`src/rtl/hist_accumulator_pkg.sv`:
```
// rtl/hist_accumulator_pkg.sv - shared sizes, state encoding and saturating increment
package hist_accumulator_pkg;
   localparam int BIN_NUM   = 64;
   localparam int PIXEL_NUM = 4;
   localparam int BIN_W     = $clog2(BIN_NUM);
   localparam int PIX_W     = $clog2(PIXEL_NUM);
   localparam int ADDR_W    = $clog2(BIN_NUM * PIXEL_NUM);
   localparam int COUNT_W   = 12;
   localparam int PEAK_BIN  = 0;
   localparam int LAST_ADDR = BIN_NUM * PIXEL_NUM - 1;

   typedef enum logic [2:0] {
      ST_IDLE,
      ST_CLEAR,
      ST_ACCUM,
      ST_DRAIN,
      ST_DONE
   } state_t;

   function automatic logic [COUNT_W-1:0] sat_inc(input logic [COUNT_W-1:0] c);
      return (&c) ? c : c + COUNT_W'(1);
   endfunction
endpackage

```
`src/rtl/hist_rmw_pipe.sv`:
```
// rtl/hist_rmw_pipe.sv - two-stage read-modify-write of bin counts with write-to-read forwarding
module hist_rmw_pipe
   import hist_accumulator_pkg::*;
(
   input  logic               clk,
   input  logic               rst_n,
   input  logic               acc_valid,
   input  logic [BIN_W-1:0]   acc_bin,
   input  logic [PIX_W-1:0]   pixel,
   input  logic [COUNT_W-1:0] counts,
   output logic               rd_en,
   output logic [ADDR_W-1:0]  rd_addr,
   output logic               wr_en,
   output logic [ADDR_W-1:0]  wr_addr,
   output logic [COUNT_W-1:0] wr_data
);
   logic               s1_valid;
   logic [ADDR_W-1:0]  s1_addr;
   logic               fwd_valid;
   logic [ADDR_W-1:0]  fwd_addr;
   logic [COUNT_W-1:0] fwd_data;
   logic [COUNT_W-1:0] inc;

   // bin 0 holds the peak result, so hits on it never touch the SRAM
   assign rd_en   = acc_valid && (acc_bin != BIN_W'(PEAK_BIN));
   assign rd_addr = ADDR_W'(pixel) * ADDR_W'(BIN_NUM) + ADDR_W'(acc_bin);

   // the SRAM read issued alongside the previous write returns stale data
   assign inc     = (fwd_valid && (fwd_addr == s1_addr)) ? fwd_data : counts;
   assign wr_en   = s1_valid;
   assign wr_addr = s1_addr;
   assign wr_data = sat_inc(inc);

   always_ff @(posedge clk or negedge rst_n) begin
      if (!rst_n) begin
         s1_valid  <= 1'b0;
         s1_addr   <= '0;
         fwd_valid <= 1'b0;
         fwd_addr  <= '0;
         fwd_data  <= '0;
      end else begin
         s1_valid  <= rd_en;
         if (rd_en)
            s1_addr <= rd_addr;
         fwd_valid <= s1_valid;
         if (s1_valid) begin
            fwd_addr <= s1_addr;
            fwd_data <= wr_data;
         end
      end
   end
endmodule

```
`src/rtl/hist_accumulator.sv`:
```
// rtl/hist_accumulator.sv - histogram SRAM write side: clear, per-pixel accumulate, finish handoff
module hist_accumulator
   import hist_accumulator_pkg::*;
(
   input  logic               clk,
   input  logic               rst_n,
   input  logic               start,
   input  logic               hit_valid,
   output logic               hit_ready,
   input  logic [BIN_W-1:0]   hit_bin,
   input  logic               pixel_end,
   output logic               rEnable,
   output logic [ADDR_W-1:0]  raddr,
   input  logic [COUNT_W-1:0] counts,
   output logic               wEnable,
   output logic [ADDR_W-1:0]  waddr,
   output logic [COUNT_W-1:0] newCounts,
   output logic               histFinish
);
   state_t             state;
   logic [PIX_W-1:0]   pixel;
   logic               clr_en;
   logic [ADDR_W-1:0]  clr_addr;
   logic [ADDR_W-1:0]  raddr_hold;
   logic [ADDR_W-1:0]  waddr_hold;
   logic [COUNT_W-1:0] wdata_hold;
   logic               pipe_rd_en;
   logic [ADDR_W-1:0]  pipe_rd_addr;
   logic               pipe_wr_en;
   logic [ADDR_W-1:0]  pipe_wr_addr;
   logic [COUNT_W-1:0] pipe_wr_data;

   hist_rmw_pipe u_pipe (
      .clk       (clk),
      .rst_n     (rst_n),
      .acc_valid (hit_valid & hit_ready),
      .acc_bin   (hit_bin),
      .pixel     (pixel),
      .counts    (counts),
      .rd_en     (pipe_rd_en),
      .rd_addr   (pipe_rd_addr),
      .wr_en     (pipe_wr_en),
      .wr_addr   (pipe_wr_addr),
      .wr_data   (pipe_wr_data)
   );

   // clear and pipeline writes never overlap; addresses hold when idle
   assign rEnable   = pipe_rd_en;
   assign raddr     = pipe_rd_en ? pipe_rd_addr : raddr_hold;
   assign wEnable   = clr_en | pipe_wr_en;
   assign waddr     = clr_en ? clr_addr : (pipe_wr_en ? pipe_wr_addr : waddr_hold);
   assign newCounts = clr_en ? '0 : (pipe_wr_en ? pipe_wr_data : wdata_hold);

   always_ff @(posedge clk or negedge rst_n) begin
      if (!rst_n) begin
         raddr_hold <= '0;
         waddr_hold <= '0;
         wdata_hold <= '0;
      end else begin
         raddr_hold <= raddr;
         waddr_hold <= waddr;
         wdata_hold <= newCounts;
      end
   end

   always_ff @(posedge clk or negedge rst_n) begin
      if (!rst_n) begin
         state      <= ST_IDLE;
         hit_ready  <= 1'b0;
         clr_en     <= 1'b0;
         clr_addr   <= '0;
         pixel      <= '0;
         histFinish <= 1'b0;
      end else begin
         case (state)
            ST_IDLE, ST_DONE: begin
               if (start) begin
                  state      <= ST_CLEAR;
                  clr_en     <= 1'b1;
                  clr_addr   <= '0;
                  histFinish <= 1'b0;
               end
            end
            ST_CLEAR: begin
               if (clr_addr == ADDR_W'(LAST_ADDR)) begin
                  clr_en    <= 1'b0;
                  pixel     <= '0;
                  hit_ready <= 1'b1;
                  state     <= ST_ACCUM;
               end else begin
                  clr_addr <= clr_addr + ADDR_W'(1);
               end
            end
            ST_ACCUM: begin
               if (pixel_end) begin
                  hit_ready <= 1'b0;
                  state     <= ST_DRAIN;
               end
            end
            ST_DRAIN: begin
               // the final hit of the pixel is written during this cycle
               pixel <= pixel + PIX_W'(1);
               if (pixel == PIX_W'(PIXEL_NUM - 1)) begin
                  histFinish <= 1'b1;
                  state      <= ST_DONE;
               end else begin
                  hit_ready <= 1'b1;
                  state     <= ST_ACCUM;
               end
            end
            default: state <= ST_IDLE;
         endcase
      end
   end
endmodule
```
`config.mk`:
```
export PLATFORM = sky130hd
export DESIGN_NAME = hist_accumulator
export DESIGN_NICKNAME = d
export VERILOG_FILES = /design/src/rtl/hist_accumulator_pkg.sv /design/src/rtl/hist_rmw_pipe.sv /design/src/rtl/hist_accumulator.sv
export SDC_FILE = /design/constraint.sdc
export NUM_CORES = 1
export LEC_CHECK = 0
export BUFFER_PORTS_ARGS = -buffer_cell sky130_fd_sc_hd__buf_2
export CAP_MARGIN = 40
export CORE_UTILIZATION = 30
export DETAILED_ROUTE_END_ITERATION = 7
export GPL_TIMING_DRIVEN = 1
export HOLD_SLACK_MARGIN = 0.05
export PLACE_DENSITY = 0.49
export SYNTH_ARGS = -nofsm -noshare
export SYNTH_HDL_FRONTEND = slang
export SYNTH_SLANG_ARGS = --single-unit
export TNS_END_PERCENT = 100
```
`constraint.sdc`:
```
create_clock -name clk -period 3.4 [get_ports clk]
set_input_delay 0.34 -clock clk [delete_from_list [all_inputs] [get_ports clk]]
set_output_delay 0.34 -clock clk [all_outputs]
set_load 0.02 [all_outputs]
```
==> results.tsv <==
stage	metric	value	unit
power_and_ir_drop	ir_drop	0.366	mV
synthesis	synth_warnings	0	
routing	num_vias	3323	
cts	h-tree-depth	3	
cts	cts.path.max_buffers	2	
power_and_ir_drop	p_leak	2.23	nW
synthesis	synth_top_family_by_area	simple AND/OR/NAND/NOR gates	
cells_and_area	num-nets-final	512	
min_path	min_path_type	primary input to register	
cells_and_area	antennaDiodeCount	0	
cts	cts_tree	yes	
power_and_ir_drop	clock_power_share	0.251	
synthesis	synth_compound_area_frac	0.155	
power_and_ir_drop	combPwrFrac	0.358	
die	num_rows	41	
die	die_w	117	µm
synthesis	synth.net_count	446	
synthesis	yosys.area_share.adder	0.00947	
timing	fin_worst_skew	0.00717	ns
synthesis	synthesis.area	3960	µm²
power_and_ir_drop	p_per_area	751	nW/µm²
routing	vias_per_cell	5.02	
routing	drc	0	
worst_setup_path	required	3.06	ns
die	die_y	117	µm
die	initial_core_util	0.310	
cts	clock_tree.root_cell	clkbuf_16	
cts	cts_buffers	9	
global_route	grt_pass1_vias	3256	
outcome	outcome	finished clean	
place	gp_congestion	0.851	
synthesis	yosys_register_bits	74	
global_route	grt_max_degree	63	
timing	fin_crit	3.37	ns
worst_setup_path	end_kind	primary output	
timing	max-slew-margin-rel	0.619	
timing	hold_viol	0	
power_and_ir_drop	netSwitchingPower	1.46	mW
timing	worst-slew-pin-transition	0.571	ns
synthesis	postSynthAreaPerCell	9.43	µm²
place	port_buffers	54	
routing	ant_nets	0	
cells_and_area	final_cell_mix	nand2_1 (73), dfrtp_1 (73), buf_2 (47), buf_4 (28), nor2_1 (24)	
synthesis	synth-edff-count	0	
synthesis	synth_mux_area_frac	0.0770	
cells_and_area	final_cells	662	
cells_and_area	layout-drive-gt1-share	0.276	
synthesis	synth-simple-area-share	0.209	
timing	fmax	297	MHz
global_route	grt_pass1_wl	16500	µm
cells_and_area	area_growth	26.7	%
power_and_ir_drop	p_sw_frac	0.386	
synthesis	async_flop_share	1.00	
global_route	grt-ovfl-total	0	
cts	path_clk_slew	0.06	ns
global_route	grt_usage	0.160	
place	hpwl	7340	µm
power_and_ir_drop	p_int	2.31	mW
synthesis	synth_cell_types	57	
power_and_ir_drop	p_total	3.77	mW
place	dpl.cell_count	638	
routing	wl_per_cell	15.2	µm
flow_run	cap_violations	0	
cts	clk_latency	0.34	ns
die	core_area	12800	µm²
worst_setup_path	startpoint_type	register	
timing	holdWs	0.244	ns
worst_setup_path	arrival	3.03	ns
power_and_ir_drop	seq_power_share	0.392	
worst_setup_path	crit_fanout	8	
die	pin_count	55	
cts	clock_sink_count	74	
routing	wl	10100	µm
synthesis	dominantRegCellSynth	dfrtp_1	
timing	rsz0062_at_grt	true	
timing	slew_violations	0	
timing	setup_viol_count_final	0	
timing	finalCritPeriodShare	0.991	
synthesis	synthXorXnorAreaFrac	0.0464	
synthesis	netlist_instances	420	
routing	drt_first_pass_iters	7	
die	dieArea	13700	µm²
routing	drtIter0Drc	172	
worst_setup_path	critPathKind	register to primary output	
synthesis	seq_area_frac_synth	0.467	
global_route	antenna_found_initial	0	
what timing repair did:
action                                  CTS  global route
gates resized for setup                  13            24
hold buffers                              1             0
endpoints found under the setup margin   11            12
hold endpoints to repair                 12             0
setup buffers                             2             6
gates cloned                              0             0
pin swaps                                 4            15
Yosys cell counts (all sizes together), types with 9 or more instances:
master | n | share of area
nor2 | 24 | 0.023
nand2 | 75 | 0.071
a211oi | 9 | 0.017
dfrtp | 74 | 0.47
xnor2 | 16 | 0.035
buf | 11 | 0.014
o21ai | 24 | 0.030
mux2i | 17 | 0.043
mux2 | 12 | 0.034
nor3 | 11 | 0.017
clkbuf | 13 | 0.013
a21oi | 18 | 0.023
nand3 | 26 | 0.033
sequential cells by signal, indices dropped and copies added, names as in the netlist:
register and cells:
u_pipe.wr_addr 8, raddr_hold 8, u_pipe.fwd_valid 1, u_pipe.fwd_addr 8, pixel 2, state 3, clr_en 1, u_pipe.fwd_data 12
waddr_hold 8, clr_addr 8, wdata_hold 12, u_pipe.wr_en 1, hit_ready 1, histFinish 1
metal layers:
layer,routed length (µm),GRT usage,up-vias
met5,0,0,-
met2,4680,0.258,85
met4,151,0.0532,0
li1,-,-,1636
met3,465,0.0494,9
met1,4770,0.205,1593
final timing paths:
path | startpoint | end | slack, ns | depth (start not counted)
setup / recovery | u_pipe.fwd_addr[2] | newCounts[10] | 0.03 | 12
hold / removal | hit_bin[2] | u_pipe.wr_addr[2] | 0.24 | 3
setup reg to reg | u_pipe.fwd_addr[2] | wdata_hold[10] | 0.69 | 12
hold reg to reg | raddr_hold[3] | raddr_hold[3] | 0.47 | 2
max in group asynchronous | rst_n | u_pipe.wr_addr[0] | 2.42 | 3
min in group asynchronous | rst_n | wdata_hold[8] | 0.40 | 2
kinds of logic (layout without fill, tap and decap cells):
kind of cell               after synthesis  after routing
and+or+nand+nor                        172            172
AOI/OAI and AO/OA                       88             88
DFF                                     74             74
buffers and inverters                   33            103
muxes                                   29             29
xor gates and xnor gates                21             21
adders and majority gates                3              3
layout make-up:
cell class	count	area (µm²)
clock buffers	9	225
clock inverters	6	67.6
multi-input cells	313	2120
repair buffers	79	509
fillers	1321	7750
flip-flops and latches	74	1850
well taps	172	215
inverters	9	33.8
power by group through the flow:
stage               Clock [mW]  Sequential [mW]  Combinational, mW
floorplan                    0             1.38              0.931
global placement             0             1.46               1.24
detailed placement           0             1.47               1.25
CTS                      0.982             1.47               1.32
global route              1.01             1.53               1.51
finish                   0.946             1.48               1.35
worst max-delay path, stage by stage (launching register included):
cell	delay, ns
dfrtp_1	0.40
xnor2_2	0.20
nand4_1	0.21
nor3_4	0.25
nand2_1	0.08
nand2_2	0.09
ha_4	0.18
and4_4	0.27
nand4_1	0.16
mux2i_1	0.16
mux2_4	0.28
a211oi_2	0.22
buf_4	0.18
through the flow:
step                      TNS [ns]  setup slack (ns)   util  area [µm²]
after floorplan                  0             0.132      -        3960
after global placement           0             0.149  0.348        4450
after detailed placement         0            0.0560  0.352        4490
after CTS                        0          0.000245  0.382        4880
after global routing        -0.579            -0.152  0.393        5020
final                            0            0.0315  0.393        5020
Note: power is estimated with default switching activity, not from simulation.
